$ cat src/rtl/mips_mem_arbiter.sv
// mips_mem_arbiter: shares one synchronous single-port word memory between
// instruction fetch, load/store data and a debug/loader port. Data beats
// fetch unless fetch has been starved for STARVE_MAX cycles. A freeze
// handshake (RUN -> DRAIN -> FROZEN -> RUN) gives the debug port exclusive
// access while core traffic is held off.
module mips_mem_arbiter #(
  parameter int AW         = 10,
  parameter int DW         = 32,
  parameter int STARVE_MAX = 4
) (
  input  logic          clk1,
  input  logic          rst_n,
  input  logic          if_req,
  input  logic [AW-1:0] if_addr,
  output logic          if_gnt,
  output logic          if_rvalid,
  output logic [DW-1:0] if_rdata,
  input  logic          d_req,
  input  logic          d_we,
  input  logic [AW-1:0] d_addr,
  input  logic [DW-1:0] d_wdata,
  output logic          d_gnt,
  output logic          d_rvalid,
  output logic [DW-1:0] d_rdata,
  input  logic          dbg_req,
  input  logic          dbg_we,
  input  logic [AW-1:0] dbg_addr,
  input  logic [DW-1:0] dbg_wdata,
  output logic          dbg_gnt,
  output logic          dbg_rvalid,
  output logic [DW-1:0] dbg_rdata,
  input  logic          freeze_req,
  output logic          freeze_ack,
  output logic          mem_en,
  output logic          mem_we,
  output logic [AW-1:0] mem_addr,
  output logic [DW-1:0] mem_wdata,
  input  logic [DW-1:0] mem_rdata
);

  localparam int CW = $clog2(STARVE_MAX + 1);
  localparam logic [CW-1:0] STARVE_LIM = CW'(STARVE_MAX);

  typedef enum logic [1:0] {RUN, DRAIN, FROZEN} state_t;
  typedef enum logic [1:0] {OWN_NONE, OWN_IF, OWN_D, OWN_DBG} owner_t;

  state_t          state, state_nxt;
  owner_t          pend, pend_nxt;
  logic [CW-1:0]   starve_cnt, starve_nxt;
  logic [DW-1:0]   if_rdata_q, d_rdata_q, dbg_rdata_q;

  // Grant selection and freeze FSM next state; grants are suppressed while reset is held
  always_comb begin
    state_nxt = state;
    if_gnt    = 1'b0;
    d_gnt     = 1'b0;
    dbg_gnt   = 1'b0;
    if (rst_n) begin
      unique case (state)
        RUN: begin
          if (freeze_req) begin
            state_nxt = DRAIN;
          end else if (d_req && !(if_req && starve_cnt == STARVE_LIM)) begin
            d_gnt = 1'b1;
          end else if (if_req) begin
            if_gnt = 1'b1;
          end
        end
        DRAIN: begin
          if (pend == OWN_NONE) state_nxt = FROZEN;
        end
        FROZEN: begin
          if (!freeze_req) begin
            if (pend != OWN_DBG) state_nxt = RUN;
          end else if (dbg_req) begin
            dbg_gnt = 1'b1;
          end
        end
        default: state_nxt = RUN;
      endcase
    end
  end

  // Memory strobe/bus mux from the winner, read-owner tracking and starvation count
  always_comb begin
    mem_en     = 1'b0;
    mem_we     = 1'b0;
    mem_addr   = '0;
    mem_wdata  = '0;
    pend_nxt   = OWN_NONE;
    if (if_gnt) begin
      mem_en   = 1'b1;
      mem_addr = if_addr;
      pend_nxt = OWN_IF;
    end else if (d_gnt) begin
      mem_en    = 1'b1;
      mem_we    = d_we;
      mem_addr  = d_addr;
      mem_wdata = d_wdata;
      if (!d_we) pend_nxt = OWN_D;
    end else if (dbg_gnt) begin
      mem_en    = 1'b1;
      mem_we    = dbg_we;
      mem_addr  = dbg_addr;
      mem_wdata = dbg_wdata;
      if (!dbg_we) pend_nxt = OWN_DBG;
    end
    if (!if_req || if_gnt) begin
      starve_nxt = '0;
    end else if (starve_cnt != STARVE_LIM) begin
      starve_nxt = starve_cnt + 1'b1;
    end else begin
      starve_nxt = starve_cnt;
    end
  end

  // State, pending read owner and starvation counter registers
  always_ff @(posedge clk1 or negedge rst_n) begin
    if (!rst_n) begin
      state      <= RUN;
      pend       <= OWN_NONE;
      starve_cnt <= '0;
    end else begin
      state      <= state_nxt;
      pend       <= pend_nxt;
      starve_cnt <= starve_nxt;
    end
  end

  // Read-data holding registers so each requester keeps its last returned word
  always_ff @(posedge clk1 or negedge rst_n) begin
    if (!rst_n) begin
      if_rdata_q  <= '0;
      d_rdata_q   <= '0;
      dbg_rdata_q <= '0;
    end else begin
      if (pend == OWN_IF)  if_rdata_q  <= mem_rdata;
      if (pend == OWN_D)   d_rdata_q   <= mem_rdata;
      if (pend == OWN_DBG) dbg_rdata_q <= mem_rdata;
    end
  end

  assign if_rvalid  = (pend == OWN_IF);
  assign d_rvalid   = (pend == OWN_D);
  assign dbg_rvalid = (pend == OWN_DBG);
  assign if_rdata   = if_rvalid  ? mem_rdata : if_rdata_q;
  assign d_rdata    = d_rvalid   ? mem_rdata : d_rdata_q;
  assign dbg_rdata  = dbg_rvalid ? mem_rdata : dbg_rdata_q;
  assign freeze_ack = (state == FROZEN);

endmodule
$ cat config.mk
export PLATFORM = sky130hd
export DESIGN_NAME = mips_mem_arbiter
export DESIGN_NICKNAME = d
export VERILOG_FILES = /design/src/rtl/mips_mem_arbiter.sv
export SDC_FILE = /design/constraint.sdc
export NUM_CORES = 1
export LEC_CHECK = 0
export ABC_AREA = 1
export CAP_MARGIN = 20
export CORE_ASPECT_RATIO = 0.75
export CORE_MARGIN = 3
export CORE_UTILIZATION = 35
export DETAILED_ROUTE_END_ITERATION = 10
export PLACE_DENSITY_LB_ADDON = 0.08
export SYNTH_ARGS = -nofsm -noshare
export SYNTH_HDL_FRONTEND = slang
export SYNTH_SLANG_ARGS = --single-unit
$ cat constraint.sdc
create_clock -name clk1 -period 2.2 [get_ports clk1]
set_clock_uncertainty 0.2 [all_clocks]
set_input_delay 0.22 -clock clk1 [delete_from_list [all_inputs] [get_ports clk1]]
set_output_delay 0.22 -clock clk1 [all_outputs]
set_load 0.01 [all_outputs]
# Word level (Yosys, flattened, before mapping)

Cells that the tools add are included.

Add/sub/neg operators: 1
Eq/ne operators: 12
Muxes and demuxes: 40
Reductions and logical operators: 9

Operators by type and width:

| operator                                      | number |
|---|---|
| 2-to-1 mux 32 bit                             | 6 |
| 2-to-1 mux 10 bit                             | 3 |
| 2-to-1 mux 1 bit                              | 19 |
| 2-to-1 mux 2 bit                              | 9 |
| != test 2 bit, second input constant          | 4 |
| == test 2 bit, second input constant          | 3 |
| 2-to-1 mux 3 bit                              | 2 |
| one-hot mux 2 bit (3 select lines)            | 1 |
| AND reduction 5 bit                           | 1 |
| == test 2 x 1 -> 1 bit, second input constant | 2 |
| logical NOT 2 bit                             | 2 |
| adder 3 x 1 -> 3 bit, second input constant   | 1 |
| == test 3 bit, second input constant          | 1 |
| != test 3 bit, second input constant          | 1 |
| logical AND 1 bit                             | 2 |
| logical NOT 1 bit                             | 2 |
| != test 2 x 1 -> 1 bit, second input constant | 1 |
| nonzero test 2 bit                            | 1 |
| logical OR 1 bit                              | 1 |

Bits in registers: 103
Output and inout bits: 147
Word-level logic and storage cells: 68

# Longest topological paths before layout

Gate-level depths: netlist of the first run.

Depth in word-level cells: 10
Mapped depth: 9
Depth with buffers taken out: 9

# Worst setup path before layout of the first run

No wires, ideal clock.

Path type: reg2out
From: register starve_cnt[0]
To: output port mem_wdata[10]
Arrival: 1,299 ps
Required time: 1,780 ps
Slack: 481 ps
Cell stages (with the launch flop): 9
Buffers on the path: 1
Path through: dfrtp_1 inv_1 ha_1 nand3_1 nand2_1 nor2_4 buf_6 nand2_1 nand2_1

Longest elaborated chain between the ends: 10

Ends and longest elaborated chain:

| element                | line | RTL |
|---|---|---|
| from (decl)            | 49   | `logic [CW-1:0] starve_cnt, starve_nxt;` |
| from (signal assigned) | 126  | `starve_cnt <= starve_nxt;` |
| == test 3 bit          | 63   | `end else if (d_req && !(if_req && starve_cnt == STARVE_LIM)) begin` |
| logical AND 1 bit      | 63   |  |
| logical NOT 1 bit      | 63   |  |
| logical AND 1 bit      | 63   |  |
| 2-to-1 mux 1 bit       | 63   |  |
| 2-to-1 mux 1 bit       | 61   | `if (freeze_req) begin` |
| 2-to-1 mux 1 bit       | 59   | `unique case (state)` |
| 2-to-1 mux 1 bit       | 58   | `if (rst_n) begin` |
| net d_gnt              | 22   | `output logic d_gnt,` |
| 2-to-1 mux 32 bit      | 95   | `end else if (d_gnt) begin` |
| 2-to-1 mux 32 bit      | 91   | `if (if_gnt) begin` |
| to (decl)              | 37   | `output logic [DW-1:0] mem_wdata,` |

The timed path passes the listed nets, and every way through them passes these cells.

# Worst setup path in the final report of the first run

From: register pend[0]
To: output port if_rdata[20]

Longest elaborated chain between the ends: 2

Ends and longest elaborated chain:

| element                | line | RTL |
|---|---|---|
| from (decl)            | 48   | `owner_t pend, pend_nxt;` |
| from (signal assigned) | 125  | `pend <= pend_nxt;` |
| == test 2 x 1 -> 1 bit | 143  | `assign if_rvalid = (pend == OWN_IF);` |
| 2-to-1 mux 32 bit      | --   |  |
| to (decl)              | 17   | `output logic [DW-1:0] if_rdata,` |

Every way passes these cells.

==> results of run 1 <==
layout make-up:
type	count	share of cell area
inverters	48	0.0206
multi-input cells	375	0.232
clock buffers	11	0.0273
well taps	166	0.0234
clock inverters	4	0.00352
flip-flops and latches	103	0.290
repair buffers	353	0.403
where the power goes:
group	total (W)	internal, W	switching (W)
clock	0.00146	0.000796	0.000661
sequential	0.00300	0.00275	0.000253
combinational	0.00425	0.00206	0.00219
total	0.00871	0.00560	0.00311
cell usage in the layout (no fill, tap or decap), drive strengths merged:
master	count
dlygate4sd3	1
nand2	237
xnor2	1
clkdlybuf4s15	10
dfrtp	103
dlymetal6s2s	7
buf	117
nand3	24
clkbuf	15
nor2	8
nand4	2
ha	2
a21oi	1
dlygate4sd2	77
nand3b	1
inv	49
o21ai	99
clkinvlp	3
clkdlybuf4s50	137
registers in the layout (all words and copies together) (netlist names):
signal and cells:
starve_cnt 3, state 2, dbg_rdata_q 32, d_rdata_q 32
pend 2, if_rdata_q 32
worst paths after layout:
| path | slack, ns | from | to | depth (start not counted) |
|---|---|---|---|---|
| max | -0.12 | pend[0]$_DFF_PN0_ | if_rdata[20] | 7 |
| min | 0.27 | rst_n | starve_cnt[2]$_DFFE_PN0P_ | 5 |
| max reg2reg | 0.24 | starve_cnt[0]$_DFFE_PN0P_ | pend[1]$_DFF_PN0_ | 13 |
| min reg2reg | 0.28 | d_rdata_q[6]$_DFF_PN0_ | d_rdata_q[6]$_DFF_PN0_ | 2 |
| max in group asynchronous | 0.42 | rst_n | state[0]$_DFFE_PN0P_ | 4 |
| min in group asynchronous | 0.29 | rst_n | starve_cnt[1]$_DFFE_PN0P_ | 3 |
repair_timing:
action / CTS / global route
gates cloned: 8 / 1
endpoints found under the hold margin: 53 / 0
resized for setup: 401 / 159
setup buffers: 33 / 7
setup endpoints to repair: 143 / 111
pin swaps: 18 / 28
hold buffers: 1 / 0
stage by stage:
| stage | hold WS [ns] | worst slack [ns] | util |
|---|---|---|---|
| 2_1_floorplan | -0.276 | 0.481 | - |
| 3_3_place_gp | 0.0179 | -0.196 | 0.619 |
| 3_5_place_dp | 0.0161 | -0.214 | 0.619 |
| 4_1_cts | 0.228 | -0.213 | 0.672 |
| 5_1_grt | 0.284 | -0.210 | 0.704 |
| 6_report | 0.266 | -0.119 | 0.704 |
layer usage:
layer / wire length (um) / up-vias / global-route usage
met1: 7680 / 2389 / 0.312
met4: 165 / 2 / 0.0531
li1: - / 2427 / -
met3: 1160 / 19 / 0.0698
met5: 13 / - / 0
met2: 9040 / 182 / 0.378
cells by family after synthesis:
logic type | count (synthesis) | synth area share
buffers and inverters | 77 | 0.0785
flip-flops | 103 | 0.556
AND/OR/NAND/NOR | 272 | 0.251
adder cells (fa/ha/maj) | 2 | 0.00539
AO/OA/AOI/OAI | 100 | 0.108
XOR/XNOR | 1 | 0.00189
worst min-delay path: stages:
cell and delay [ns]:
buf_4 0.14, nand3_2 0.11, buf_4 0.11, nand2_1 0.09, o21ai_0 0.09
==> metrics, run 1 <==
post-route ant nets=0; first-pass GRT wire length=27.5 mm; layout cell share with drive strength beyond 1=0.281; CTS Sinks=103; final hold violation count=0; synth top area cells=dfrtp_1 56%, nand2_1 19%, o21ai_0 11%, inv_1 3.6%, nand3_1 1.7%; die width=139 um; slowest cell on the critical path=clkdlybuf4s50_1; max incr delay on CP=0.56 ns; WP data arrival=1.90 ns; Die Footprint=14,700 sq um; Via Count=5,019; Ys Warns=0; clk_lat worst skew=0.33 ns; crit end category=output port; Worst Path Class, Setup=reg2out; crit-path cells=inv_1 -> nor2_2 -> inv_2 -> buf_12 -> nand2_1 -> o21ai_2 -> clkdlybuf4s50_1; post-layout min period=2.32 ns; Post-synth EDFFs=0; antenna cells=0; final setup TNS=-2.04 ns; core box area=12,600 sq um; Commonest cells post-synth=229 x nand2_1, 103 x dfrtp_1, 99 x o21ai_0; area of the multi-input gates=2060 sq um; Seq. cell area=2580 sq um; row cnt=35; number of H-tree levels=3; DRC Markers=0; worst-case clock buffer depth=2; Slew headroom=0.590; Hold Crit Class=in2reg; drt wl/cell=17.0 um; I/O Pins=281; startpoint types=flop; Routed WL=18.1 mm; clock slew at reported path FFs=0.06 ns; Pwr Total=0.00871 W; top cell type's share of synthesized area=0.556; dpl cell area=7810 sq um; Post-Syn Nets=691; gr usage total=0.234; CTS buffer count=9; Leak Pwr=4.66 nW; sequential fraction of the synthesis area=0.556; Pre-antenna DRT Iters=5; final non-filler cell total=1,060; RSZ-0062 raised after global routing=true; GRT overflow=0; RePlAce Congestion=0.852; most common cell in the synthesized netlist=nand2_1; vias in the first global route=5,091; CTS tree=built; period utilisation layout=1.05; Port Buf Inserts=280; FFs w/ async S/R, synth=1.00; maxcap violations=0; CP Data Required Time=1.78 ns; Starting DRT DRC Count=318; Fmax achieved=431 MHz; Net count, final=1,026; vias per std cell=4.73; WP buf/inv=4; largest net degree at the start of global routing=51; post-synth top area cell=dfrtp_1; Least-Margin Pin Slew=0.614 ns; dpl cells=1,003; Setup violations, final=39; Final Max Tran Viols=0; peak supply drop=0.645 mV; Post-Syn Instances=555; Setup WS post-layout=-0.119 ns; Finished Cell Area=8880 sq um; Yosys cell types=21; status=finished with violations; Largest delay share family, worst path=buffers and inverters; Area Overhead vs Synth=91.5%; CTS root buffer=clkbuf_16; Final HPWL DP=12.4 mm; violated checks=negative setup slack; dominant synthesized flop cell=dfrtp_1; Die Ht=106 um; Cell Area, Synth=4640 sq um; total power per unit cell area=981 nW/um^2; number of synthesized register bits=103; initial antenna violation count=1; crit-path max FO=24; syn avg cell area=8.36 sq um; fill cell count=1,008; initial core utilization=0.368
Power figures use the tool's default switching activity.
==> run 2: changes to the inputs <==
- CAP_MARGIN: 20 -> not set
- CORE_ASPECT_RATIO: 0.75 -> not set
==> metrics, run 2 (synthesis gave the netlist of run 1 again) <==
status=finished with violations; violated checks=negative setup slack; most common cell after layout, fill and taps aside=nand2_1; CTS Sinks=103; Least-Margin Pin Slew=0.646 ns; CTS buffer count=9; CP Data Required Time=1.78 ns; peak supply drop=0.694 mV; Fmax achieved=434 MHz; crit end category=output port; max incr delay on CP=0.38 ns; WP data arrival=1.88 ns; initial antenna violation count=1; Worst Hold Path EP=state[0]$_DFFE_PN0P_; total power per unit cell area=1020 nW/um^2; crit-path cells=inv_2 -> ha_4 -> nand3_4 -> nand2_4 -> nor2_4 -> buf_6 -> buf_16 -> buf_6 -> nand2_2 -> nand2_1 -> buf_2; Setup WS post-layout=-0.104 ns; core box area=12,800 sq um; Pwr Total=0.00874 W; final non-filler cell total=1,060; Largest delay share family, worst path=buffers and inverters; DRC Markers=0; Die Footprint=14,700 sq um; antenna cells=0; combinational share of power=0.478; Routed WL=17.9 mm; Via Count=4,873; crit-path max FO=8; initial core utilization=0.363; vias per std cell=4.60; reg2reg start=starve_cnt[1]$_DFFE_PN0P_; dpl cell area=7840 sq um; biggest regs=d_rdata_q: 32 flops, dbg_rdata_q: 32 flops, if_rdata_q: 32 flops; GRT overflow=0; Sw Pwr=0.00316 W; R2R cell count=13; worst hold start=rst_n; Internal Pwr Total=0.00558 W; first-pass GRT wire length=26.3 mm; final setup TNS=-1.16 ns; post-layout min period=2.30 ns; WP buf/inv=5; Starting DRT DRC Count=327; Worst Path Class, Setup=reg2out; Net count, final=1,020; layout cell share with drive strength beyond 1=0.283; row cnt=41; startpoint types=flop; worst-case clock buffer depth=2; die width=121 um; period utilisation layout=1.05; RSZ-0062 raised after global routing=true; Slew headroom=0.569; number of H-tree levels=3; I/O Pins=281; Leak Pwr=4.48 nW; Die Ht=121 um; Pre-antenna DRT Iters=4; hold path cells=5; Port Buf Inserts=280; r2r endpoint=pend[1]$_DFF_PN0_; Levels on crit path=11; CTS tree=built; maxcap violations=0; CTS root buffer=clkbuf_16; clock slew at reported path FFs=0.07 ns; vias in the first global route=4,865; post-route ant nets=0; clk_lat worst skew=0.34 ns; most used cell, CP=buf_6; dpl cells=1,014; Clock power frac=0.176; Switching Fraction=0.361; Setup violations, final=26; Final HPWL DP=12.5 mm; Area Overhead vs Synth=84.5%; drt wl/cell=16.9 um; Hold Crit Class=in2reg; Finished Cell Area=8560 sq um; Worst R2R Setup Slack=0.33 ns; RePlAce Congestion=0.824; slowest cell on the critical path=dfrtp_1; Final Max Tran Viols=0; leading cell types in the layout, fill and taps excluded=186 x nand2_1, 135 x clkdlybuf4s50_1, 102 x dfrtp_1; Flop pwr share=0.345; final hold violation count=0; gr usage total=0.228; largest net degree at the start of global routing=54
-- run 2: cell types whose count changed in the layout (fill, tap and decap cells not counted), moves of 4 or more --
cell             previous run  this run
clkdlybuf4s15_1             5        18
nand2_2                    54        34
nand2_1                   162       186
clkdlybuf4s15_2             5         0
dlymetal6s2s_1              7         1
buf_8                       6         0
dlygate4sd2_1              77        44
clkbuf_2                    3        43
nand2_4                    21        17
buf_2                      23        16
buf_12                     15        10
-- run 2: worst max-delay path by stage --
stage          slack, ns                 startpoint            end
2_1_floorplan       0.48  starve_cnt[0]$_DFFE_PN0P_  mem_wdata[10]
3_3_place_gp       -0.17                     if_req         mem_en
3_5_place_dp       -0.22                     if_req         mem_en
4_1_cts            -0.17  starve_cnt[1]$_DFFE_PN0P_   mem_wdata[2]
5_1_grt            -0.19  starve_cnt[1]$_DFFE_PN0P_  mem_wdata[21]
6_report           -0.10  starve_cnt[1]$_DFFE_PN0P_   mem_wdata[0]
-- run 2: power by group through the flow --
stage / logic [W] / clock network (W) / registers (W)
finish: 0.00418 / 0.00154 / 0.00302
global route: 0.00456 / 0.00166 / 0.00310
CTS: 0.00411 / 0.00158 / 0.00302
detailed placement: 0.00447 / 0 / 0.00305
global placement: 0.00441 / 0 / 0.00301
floorplan: 0.00169 / 0 / 0.00298
-- run 2: routing by layer --
layer / global-route usage / routed length, um / share of wire
met5: 0 / 13 / 0.00073
met4: 0.0462 / 215 / 0.012
met3: 0.0676 / 1150 / 0.064
met2: 0.377 / 9020 / 0.50
met1: 0.301 / 7530 / 0.42
-- run 2: through the flow --
step                      hold WS (ns)  setup slack (ns)   util
after floorplan                 -0.276             0.481      -
after global routing             0.117            -0.189  0.670
after global placement           0.227            -0.175  0.614
after CTS                       0.0840            -0.168  0.661
final                           0.0908            -0.104  0.670
after detailed placement         0.240            -0.215  0.614
-- run 2: layout make-up --
class                      instances  area [sq um]
timing repair buffer             347          3300
clock buffer                      10           229
tap                              172           215
sequential                       103          2580
clock inverter                     5          58.8
inverter                          48           190
fill                            1084          4210
multi-input combinational        375          1990
-- run 2: tightest hold or removal path: cells and delay by family --
| kind | cells | cell delay, ns |
|---|---|---|
| buf+inv | 1 | 0.14 |
| simple gates | 4 | 0.24 |
-- run 2: timing repair --
action	in CTS	in global routing
setup buffers	21	8
gates resized for setup	386	195
endpoints found under the setup margin	143	104
hold buffers	1	0
pin swaps	9	11
hold endpoints to repair	50	0
cloned	3	4
==> run 3: changes to the inputs <==
--- a/constraint.sdc
+++ b/constraint.sdc
@@ -4,2 +4,2 @@
 set_output_delay 0.22 -clock clk1 [all_outputs]
-set_load 0.01 [all_outputs]
+set_load 0.05 [all_outputs]
==> metrics, run 3 (synthesis gave the netlist of run 1 again) <==
biggest regs=d_rdata_q: 32 flops, dbg_rdata_q: 32 flops, if_rdata_q: 32 flops; initial core utilization=0.363; RePlAce Congestion=0.805; Starting DRT DRC Count=200; startpoint types=flop; Fmax achieved=432 MHz; clock slew at reported path FFs=0.07 ns; first-pass GRT wire length=27.3 mm; Least-Margin Pin Slew=0.621 ns; Die Footprint=14,700 sq um; I/O Pins=281; final hold violation count=0; dpl cell area=9510 sq um; Setup WS post-layout=-0.113 ns; violated checks=negative setup slack; Area Overhead vs Synth=125%; Setup violations, final=45; Die Ht=121 um; CP Data Required Time=1.78 ns; post-route ant nets=0; status=finished with violations; gr usage total=0.236; post-layout min period=2.31 ns; period utilisation layout=1.05; CTS tree=built; largest net degree at the start of global routing=51; CTS Sinks=103; Worst Path Class, Setup=reg2out; Leak Pwr=5.01 nW; maxcap violations=0; most common cell after layout, fill and taps aside=nand2_1; crit end category=output port; antenna cells=0; Final HPWL DP=13.4 mm; Hold Crit Class=in2reg; crit-path max FO=7; vias per std cell=4.91; CTS buffer count=9; peak supply drop=1.10 mV; layout cell share with drive strength beyond 1=0.419; CTS root buffer=clkbuf_16; vias in the first global route=5,197; worst-case clock buffer depth=2; DRC Markers=0; final setup TNS=-3.25 ns; drt wl/cell=18.8 um; GRT overflow=0; RSZ-0062 raised after global routing=true; row cnt=41; leading cell types in the layout, fill and taps excluded=164 x nand2_1, 152 x buf_12, 132 x clkdlybuf4s50_1; number of H-tree levels=3; Final Max Tran Viols=0; Via Count=5,013; clk_lat worst skew=0.33 ns; Port Buf Inserts=280; Finished Cell Area=10,500 sq um; die width=121 um; initial antenna violation count=0; Net count, final=980; WP data arrival=1.89 ns; Pre-antenna DRT Iters=4; Routed WL=19.2 mm; total power per unit cell area=1470 nW/um^2; Slew headroom=0.586; core box area=12,800 sq um
## run 3: cell types whose count changed in the layout (fill, tap and decap cells not counted), sizes merged
cell / change
dlygate4sd1: -1
inv: -1
dlymetal6s2s: -1
clkinv: +3
clkbuf: -46
dlygate4sd2: -44
buf: +72
clkdlybuf4s50: -3
clkdlybuf4s15: -18
## run 3: layout make-up
| class | instances | area, sq um |
|---|---|---|
| inverters | 48 | 188 |
| multi-input cells | 375 | 2530 |
| fillers | 673 | 2320 |
| repair buffers | 307 | 4640 |
| well taps | 172 | 215 |
| clock inverters | 7 | 81.3 |
| flip-flops and latches | 103 | 2580 |
| clock buffers | 9 | 225 |
## run 3: path summary, 6_finish.rpt
check,start,endpoint,slack [ns],cells past startpoint
worst max register to register,starve_cnt[0]$_DFFE_PN0P_,pend[1]$_DFF_PN0_,0.38,11
max in group asynchronous,rst_n,d_rdata_q[8]$_DFF_PN0_,0.37,4
min in group asynchronous,rst_n,pend[0]$_DFF_PN0_,0.12,2
worst max-delay path,starve_cnt[0]$_DFFE_PN0P_,mem_wdata[31],-0.11,10
worst min register to register,if_rdata_q[19]$_DFF_PN0_,if_rdata_q[19]$_DFF_PN0_,0.31,2
worst min-delay path,rst_n,state[0]$_DFFE_PN0P_,0.10,5
## run 3: metrics by stage
| stage | std cells | utilization | total power (W) | hold WS (ns) | worst slack [ns] |
|---|---|---|---|---|---|
| after floorplan | 555 | - | 0.00823 | -0.276 | -0.170 |
| after global placement | 994 | 0.745 | 0.0133 | -0.154 | 0.142 |
| after detailed placement | 994 | 0.745 | 0.0135 | -0.153 | 0.0936 |
| after CTS | 1018 | 0.789 | 0.0153 | 0.100 | -0.0239 |
| after global routing | 1021 | 0.818 | 0.0159 | 0.121 | -0.203 |
| final | 1021 | 0.818 | 0.0153 | 0.104 | -0.113 |
## run 3: metal layers
metal	track usage	vias to the layer above	part of all wire
met5	0	-	0
met4	0.0742	0	0.045
met3	0.0723	57	0.079
met2	0.432	217	0.54
met1	0.262	2408	0.34
li1	-	2331	-
## run 3: critical path, cell delays in order (launching register included)
cell	delay [ns]
dfrtp_1	0.40
inv_2	0.07
ha_4	0.16
nand3_4	0.09
nand2_4	0.06
nor2_4	0.16
buf_6	0.14
buf_12	0.15
nand2_1	0.08
nand2_2	0.10
buf_12	0.14
## run 3: power by group
| part | internal (W) | switching, W | total (W) |
|---|---|---|---|
| combinational | 0.00468 | 0.00600 | 0.0107 |
| clock | 0.000898 | 0.000716 | 0.00161 |
| sequential | 0.00275 | 0.000282 | 0.00303 |
| total | 0.00832 | 0.00700 | 0.0153 |
## run 3: repair_timing
action,4_1_cts,5_1_grt
hold buffers,1,0
pin swaps,5,15
endpoints found under the hold margin,53,0
setup buffers,5,1
gates resized for setup,61,72
setup endpoints to repair,59,113
cloned,2,2
